**src/rtl/line_burst_adaptor_pkg.sv**
```systemverilog
// Shared widths, beat index and FSM state encoding for the line-to-burst adaptor.
package adaptor_types;

   localparam int ADDR_W         = 32;
   localparam int LINE_W         = 256;
   localparam int BURST_W        = 64;
   localparam int BEATS_PER_LINE = 4;

   typedef logic [ADDR_W-1:0]  addr_t;
   typedef logic [LINE_W-1:0]  line_t;
   typedef logic [BURST_W-1:0] burst_t;
   typedef logic [1:0]         beat_idx_t;

   typedef enum logic [1:0] {
      IDLE,
      RD,
      WR,
      DONE
   } adaptor_state_t;

   localparam beat_idx_t LAST_BEAT = beat_idx_t'(BEATS_PER_LINE - 1);

   // Bursts always start on a 32-byte line boundary.
   function automatic addr_t align_line(input addr_t a);
      return {a[ADDR_W-1:5], 5'b0};
   endfunction

endpackage

```
**src/rtl/line_burst_adaptor.sv**
```systemverilog
// Splits 256-bit line reads/writes into four 64-bit bursts, one line_resp pulse per line.
// Min 6 cycles request-to-idle; burst_resp low stalls the FSM and beat counter in place.
module line_burst_adaptor
   import adaptor_types::*;
(
   input  logic   clk,
   input  logic   rst,
   input  addr_t  line_address,
   input  logic   line_read,
   input  logic   line_write,
   input  line_t  line_wdata,
   output line_t  line_rdata,
   output logic   line_resp,
   output addr_t  burst_address,
   output logic   burst_read,
   output logic   burst_write,
   output burst_t burst_wdata,
   input  burst_t burst_rdata,
   input  logic   burst_resp
);

   adaptor_state_t state, state_next;
   beat_idx_t      beat;
   line_t          wline;

   always_ff @(posedge clk) begin
      if (rst) begin
         state         <= IDLE;
         beat          <= '0;
         wline         <= '0;
         line_rdata    <= '0;
         burst_address <= '0;
      end else begin
         state <= state_next;
         case (state)
            IDLE: begin
               // Write wins when both requests are presented together.
               if (line_write) begin
                  wline         <= line_wdata;
                  burst_address <= align_line(line_address);
                  beat          <= '0;
               end else if (line_read) begin
                  burst_address <= align_line(line_address);
                  beat          <= '0;
               end
            end
            RD: begin
               if (burst_resp) begin
                  line_rdata[int'(beat)*BURST_W +: BURST_W] <= burst_rdata;
                  beat <= beat + 2'd1;
               end
            end
            WR: begin
               if (burst_resp) begin
                  beat <= beat + 2'd1;
               end
            end
            default: ;
         endcase
      end
   end

   always_comb begin
      state_next  = state;
      line_resp   = 1'b0;
      burst_read  = 1'b0;
      burst_write = 1'b0;
      burst_wdata = '0;
      case (state)
         IDLE: begin
            if (line_write) begin
               state_next = WR;
            end else if (line_read) begin
               state_next = RD;
            end
         end
         RD: begin
            burst_read = 1'b1;
            if (burst_resp && beat == LAST_BEAT) begin
               state_next = DONE;
            end
         end
         WR: begin
            burst_write = 1'b1;
            burst_wdata = wline[int'(beat)*BURST_W +: BURST_W];
            if (burst_resp && beat == LAST_BEAT) begin
               state_next = DONE;
            end
         end
         DONE: begin
            line_resp  = 1'b1;
            state_next = IDLE;
         end
         default: state_next = IDLE;
      endcase
   end

endmodule

```
**config.mk**
```make
export PLATFORM = sky130hd
export DESIGN_NAME = line_burst_adaptor
export DESIGN_NICKNAME = d
export VERILOG_FILES = /design/src/rtl/line_burst_adaptor_pkg.sv /design/src/rtl/line_burst_adaptor.sv
export SDC_FILE = /design/constraint.sdc
export NUM_CORES = 1
export LEC_CHECK = 0
export ABC_AREA = 1
export CAP_MARGIN = 20
export CORE_AREA = 2 2 273 275
export CTS_CLUSTER_DIAMETER = 150
export DETAILED_ROUTE_END_ITERATION = 8
export DIE_AREA = 0 0 275 277
export DONT_BUFFER_PORTS = 1
export PLACE_DENSITY = 0.55
export SLEW_MARGIN = 20
export SYNTH_ARGS = -nofsm -noshare
export SYNTH_HDL_FRONTEND = slang
export SYNTH_SLANG_ARGS = --single-unit
```
**constraint.sdc**
```tcl
create_clock -name clk -period 1.9 [get_ports clk]
set_input_delay 0.38 -clock clk [delete_from_list [all_inputs] [get_ports clk]]
set_output_delay 0.38 -clock clk [all_outputs]
set_load 0.1 [all_outputs]
```
* Word-level counts from Yosys, hierarchy flattened
Cells that the tools add are included.
** Storage, ports and cells
- Flip-flop bits (word level) :: 548
- Input port bits :: 357
- Output and inout port bits :: 355
- Logic and storage cells :: 42
** Operators by class
- Add/sub/neg operators :: 2
- Eq/ne operators :: 7
- Shifts and indexed selects :: 3
- Mux-type cells :: 15
- Reduce and logical (&&, ||, !) cells :: 10
** Operator list (number)
- bitwise mux 256 bit :: 1
- variable shift 64 x 33 -> 256 bit (first input constant) :: 1
- indexed part select 256 x 9 -> 64 bit :: 1
- indexed part select 64 x 33 -> 256 bit :: 1
- two-way mux 32 bit :: 2
- two-way mux 64 bit :: 1
- negation 8 -> 33 bit :: 1
- two-way mux 2 bit :: 6
- AND reduction 2 bit :: 4
- equality test 2 bit (second input constant) :: 3
- case mux 2 bit (3 select lines) :: 1
- != test 2 x 1 -> 1 bit (second input constant) :: 2
- case mux 2 bit (2 select lines) :: 1
- nonzero test 2 bit :: 2
- two-way mux 1 bit :: 3
- != test 3 bit (second input constant) :: 1
- AND reduction 3 bit :: 1
- adder 2 x 1 -> 2 bit (second input constant) :: 1
- equality test 2 x 1 -> 1 bit (second input constant) :: 1
- logical NOT 2 bit :: 1
- OR reduction 2 bit :: 1
- logical AND 1 bit :: 1

* Depth between registers and ports, before layout
- Word-level depth :: 4
- Depth in mapped cells :: 11
- Gate-level depth less buffers :: 7

* Worst setup path after synthesis
Ideal clock, no wire load.
- Path type :: flip-flop to output port
- Start point :: register state[0]
- End point :: output port burst_wdata[10]
- Arrival time :: 3145 ps
- Data required time :: 1520 ps
- Path slack :: -1625 ps
- Stages on the path, launching flop included :: 6
- Buffers on the path :: 1
- Cells stage by stage :: dfxtp_1 inv_1 ha_1 inv_2 clkbuf_1 a21oi_1
** Between the ends
- Word-level cells in the longest chain between the ends :: 2
** RTL lines
- from (decl) :: line line_burst_adaptor.sv:22 : adaptor_state_t state, state_next;
- from (signal assigned) :: line line_burst_adaptor.sv:34 : state <= state_next;
- equality test 2 bit :: line line_burst_adaptor.sv:69 : case (state)
- two-way mux 64 bit :: line line_burst_adaptor.sv:69
- to (decl) :: line line_burst_adaptor.sv:17 : output burst_t burst_wdata,
Every way passes these cells.

* Worst setup path in the final report
- Start point :: register beat[0]
- End point :: output port burst_wdata[2]
** Between the ends
- Word-level cells in the longest chain between the ends :: 2
** RTL lines
- from (decl) :: line line_burst_adaptor.sv:23 : beat_idx_t beat;
- from (signal assigned) :: line line_burst_adaptor.sv:50 : beat <= beat + 2'd1;
- from (signal assigned) :: line line_burst_adaptor.sv:55 : beat <= beat + 2'd1;
- indexed part select 256 x 9 -> 64 bit :: line line_burst_adaptor.sv:85 : burst_wdata = wline[int'(beat)*BURST_W +: BURST_W];
- two-way mux 64 bit :: line line_burst_adaptor.sv:69
Every way passes these cells.

==> impl_metrics.toml <==
[run_status]
status = "finished with violations"
violations = "negative hold slack, negative setup slack"

[final_layout]
fillCellCount = 6727
postLayoutCoreUtil_pct = 50.0
fin_nets = 4206
drive_above_1_share_pct = 28.8
stdcell_count = 4867
synthToLayoutAreaGrowth_pct = 66.1

[global_routing]
first_global_vias = 22300
grt_max_degree = 139
track_usage_pct = 22.8
grt_pass1_wl_mm = 136
antenna_found_initial = 9
grt_overflow = 0

[pwr]
ir_worst_vdd_mv = 1.13
p_per_area_mw_per_mm2 = 1480
cellLeakagePower_nw = 15.6

[flow_run]
maxCapViolations = 0

[clocking]
hold_buffers = 327
htreeDepth = 2
cts-root-buf = "clkbuf_16"
clk_pin_slew_worst_paths_ns = 0.06
clock-sinks = 543
insertion_delay_ns = 0.66
clock_path_buffers = 3
cts_tree = "done"
cts_buffers = 60

[timing]
setup_slack_ns = -0.629
holdWs_ns = -0.208
rsz0062_at_grt = "yes"
setup_viol = 226
fin_skew_ns = 0.0369
max_freq_mhz = 395
period_share_pct = 133
setup_tns_ns = -63.86
period_minus_slack_ns = 2.53
drv_slew = 0
hold_violations = 137

[worst_setup_path]
critPathRequiredTime_ns = 1.52
worst_path_most_repeated_cell = "buf_12"
cpMaxStageDelayCell = "dfxtp_4"
setup.worst_path.end_class = "output port"
critPathArrivalTime_ns = 2.15
critPathMaxFanout = 23
worst-path-buf-inv = 4
cpPeakStageDelay_ns = 0.37
cp-start-kind = "register"
cp_cell_sequence = "inv_2, buf_12, buf_8, o21ai_0, a21oi_2, buf_12"
criticalPathCategory = "register to output port"
crit_family = "buffers and inverters"

[placement]
io_buffers = 0
dpl.hpwl_mm = 61.4
dp_cells = 4348
gp_congestion = 0.844
post-place-ws_ns = -0.0362

[yosys]
ys_seq_elements = 543
syn-cell-area_sq_mm = 0.0222
yosys_warnings = 0
avgSynthCellArea_sq_um = 7.07
ys_seq_area_share_pct = 49.1
ys_types = 19
syn_inst = 3136

[detailed_routing]
drc_errors = 0
wl_mm = 99.6
drt-pass1-iter-count = 5
wl_per_cell_um = 20.5
viasPerCell = 5.00
drt_iter0_drc = 2109
routed-via-count = 24400
ant_nets = 0

[die]
dieWidth_um = 275
initial_core_util_pct = 30.1
core_area_sq_mm = 0.0736
pin_count = 712
die_h_um = 277
die_area_sq_mm = 0.0762
rows = 100

[worst_hold_path]
min_path_type = "input pin to register"
## cell usage after synthesis (all sizes together)
cell type	number	area [sq um]
clkinv	1	3.75
nor2	755	2870
inv	145	544
o21ai	470	2360
nand2	437	1650
nand3	133	666
buf	144	726
conb	1	3.75
ha	10	125
clkbuf	111	417
dfxtp	543	10900
a21oi	386	1930
## flip-flops by register name, indices dropped and copies added, names as in the netlist
signal / count
line_rdata: 256
wline: 256
burst_address: 27
beat: 2
state: 2
## area by class of cell
cell class | count | area, sq um | area share [%]
clock buffers | 85 | 1760 | 4.77
well taps | 969 | 1210 | 3.29
multi-input cells | 2196 | 12000 | 32.6
repair buffers | 892 | 9880 | 26.8
flip-flops and latches | 543 | 10900 | 29.6
clock inverters | 28 | 502 | 1.36
inverters | 146 | 576 | 1.56
diodes | 8 | 20.0 | 0.0544
## worst reg2reg max path, delay by kind of cell, from the launching register on
family / cells / cell delay (ns)
buffers and inverters: 7 / 1.08
and+or+nand+nor: 3 / 0.44
adders and majority gates: 1 / 0.13
DFF: 1 / 0.39
AOI/OAI and AO/OA: 1 / 0.12
## kinds of logic (layout without fill, tap and decap cells)
kind of cell	Yosys count	in the layout	synth area share [%]
flip-flops	543	543	49.1
AO/OA/AOI/OAI	856	856	19.4
AND/OR/NAND/NOR	1325	1325	23.4
buffers and inverters	401	1151	7.63
adder cells (fa/ha/maj)	10	10	0.565
other	1	13	0.0169
## report_power, final
part / switching, mW / leakage, nW / internal (mW) / total (mW)
clock network: 5.13 / 1.10 / 8.07 / 13.2
registers: 1.13 / 4.44 / 13.7 / 14.8
logic: 18.0 / 10.0 / 8.63 / 26.6
total: 24.3 / 15.6 / 30.4 / 54.6
## cells in the final DEF, fill, tap and decap left out, types with 12 or more instances in the layout
cell	netlist	layout
nor2_1	747	665
dfxtp_1	543	539
o21ai_0	469	410
buf_4	7	369
dlygate4sd3_1	0	327
nand2_1	435	295
a21oi_1	386	225
inv_1	140	135
nand3_1	133	131
buf_12	0	126
a21oi_2	0	105
nand2_4	0	86
clkbuf_16	0	84
nor2_2	5	63
a21oi_4	0	56
nand2_2	2	54
o21ai_2	1	37
nor2_4	3	27
buf_6	0	25
o21ai_1	0	23
clkbuf_8	0	16
bufinv_16	0	12
buf_8	0	12
## path summary, 6_finish.rpt
kind | from | endpoint | slack [ns] | cells past startpoint
setup / recovery | beat[0]$_SDFFE_PP0P_ | burst_wdata[2] | -0.63 | 6
hold / removal | rst | line_rdata[210]$_SDFFE_PP0P_ | -0.21 | 1
setup reg to reg | beat[0]$_SDFFE_PP0P_ | line_rdata[195]$_SDFFE_PP0P_ | -0.31 | 12
hold reg to reg | wline[126]$_SDFFE_PP0P_ | wline[126]$_SDFFE_PP0P_ | 0.45 | 2
## per-layer routing
layer | GRT usage (%) | wire length [um] | vias to the layer above
met1 | 26.7 | 38200 | 11400
met4 | 10.6 | 4980 | 4
met5 | 0 | 29 | -
met3 | 5.82 | 8300 | 279
li1 | - | - | 11600
met2 | 38.7 | 48000 | 1087
## stage by stage
step	hold WS [ns]	power [mW]	instance area, sq um
finish	-0.208	54.6	36800
detailed placement	0.442	37.4	28100
global placement	0.439	37.3	28100
global route	-0.236	57.1	36800
CTS	-0.239	52.1	34200
floorplan	0.429	30.4	22900
## repair_timing
| item | CTS | global route |
|---|---|---|
| endpoints found under the hold margin | 518 | 137 |
| buffers inserted | 5 | 31 |
| gates cloned | 7 | 33 |
| setup endpoints to repair | 126 | 252 |
| pin swaps | 12 | 172 |
| gates resized for setup | 119 | 477 |
Power figures use the tool's default switching activity.
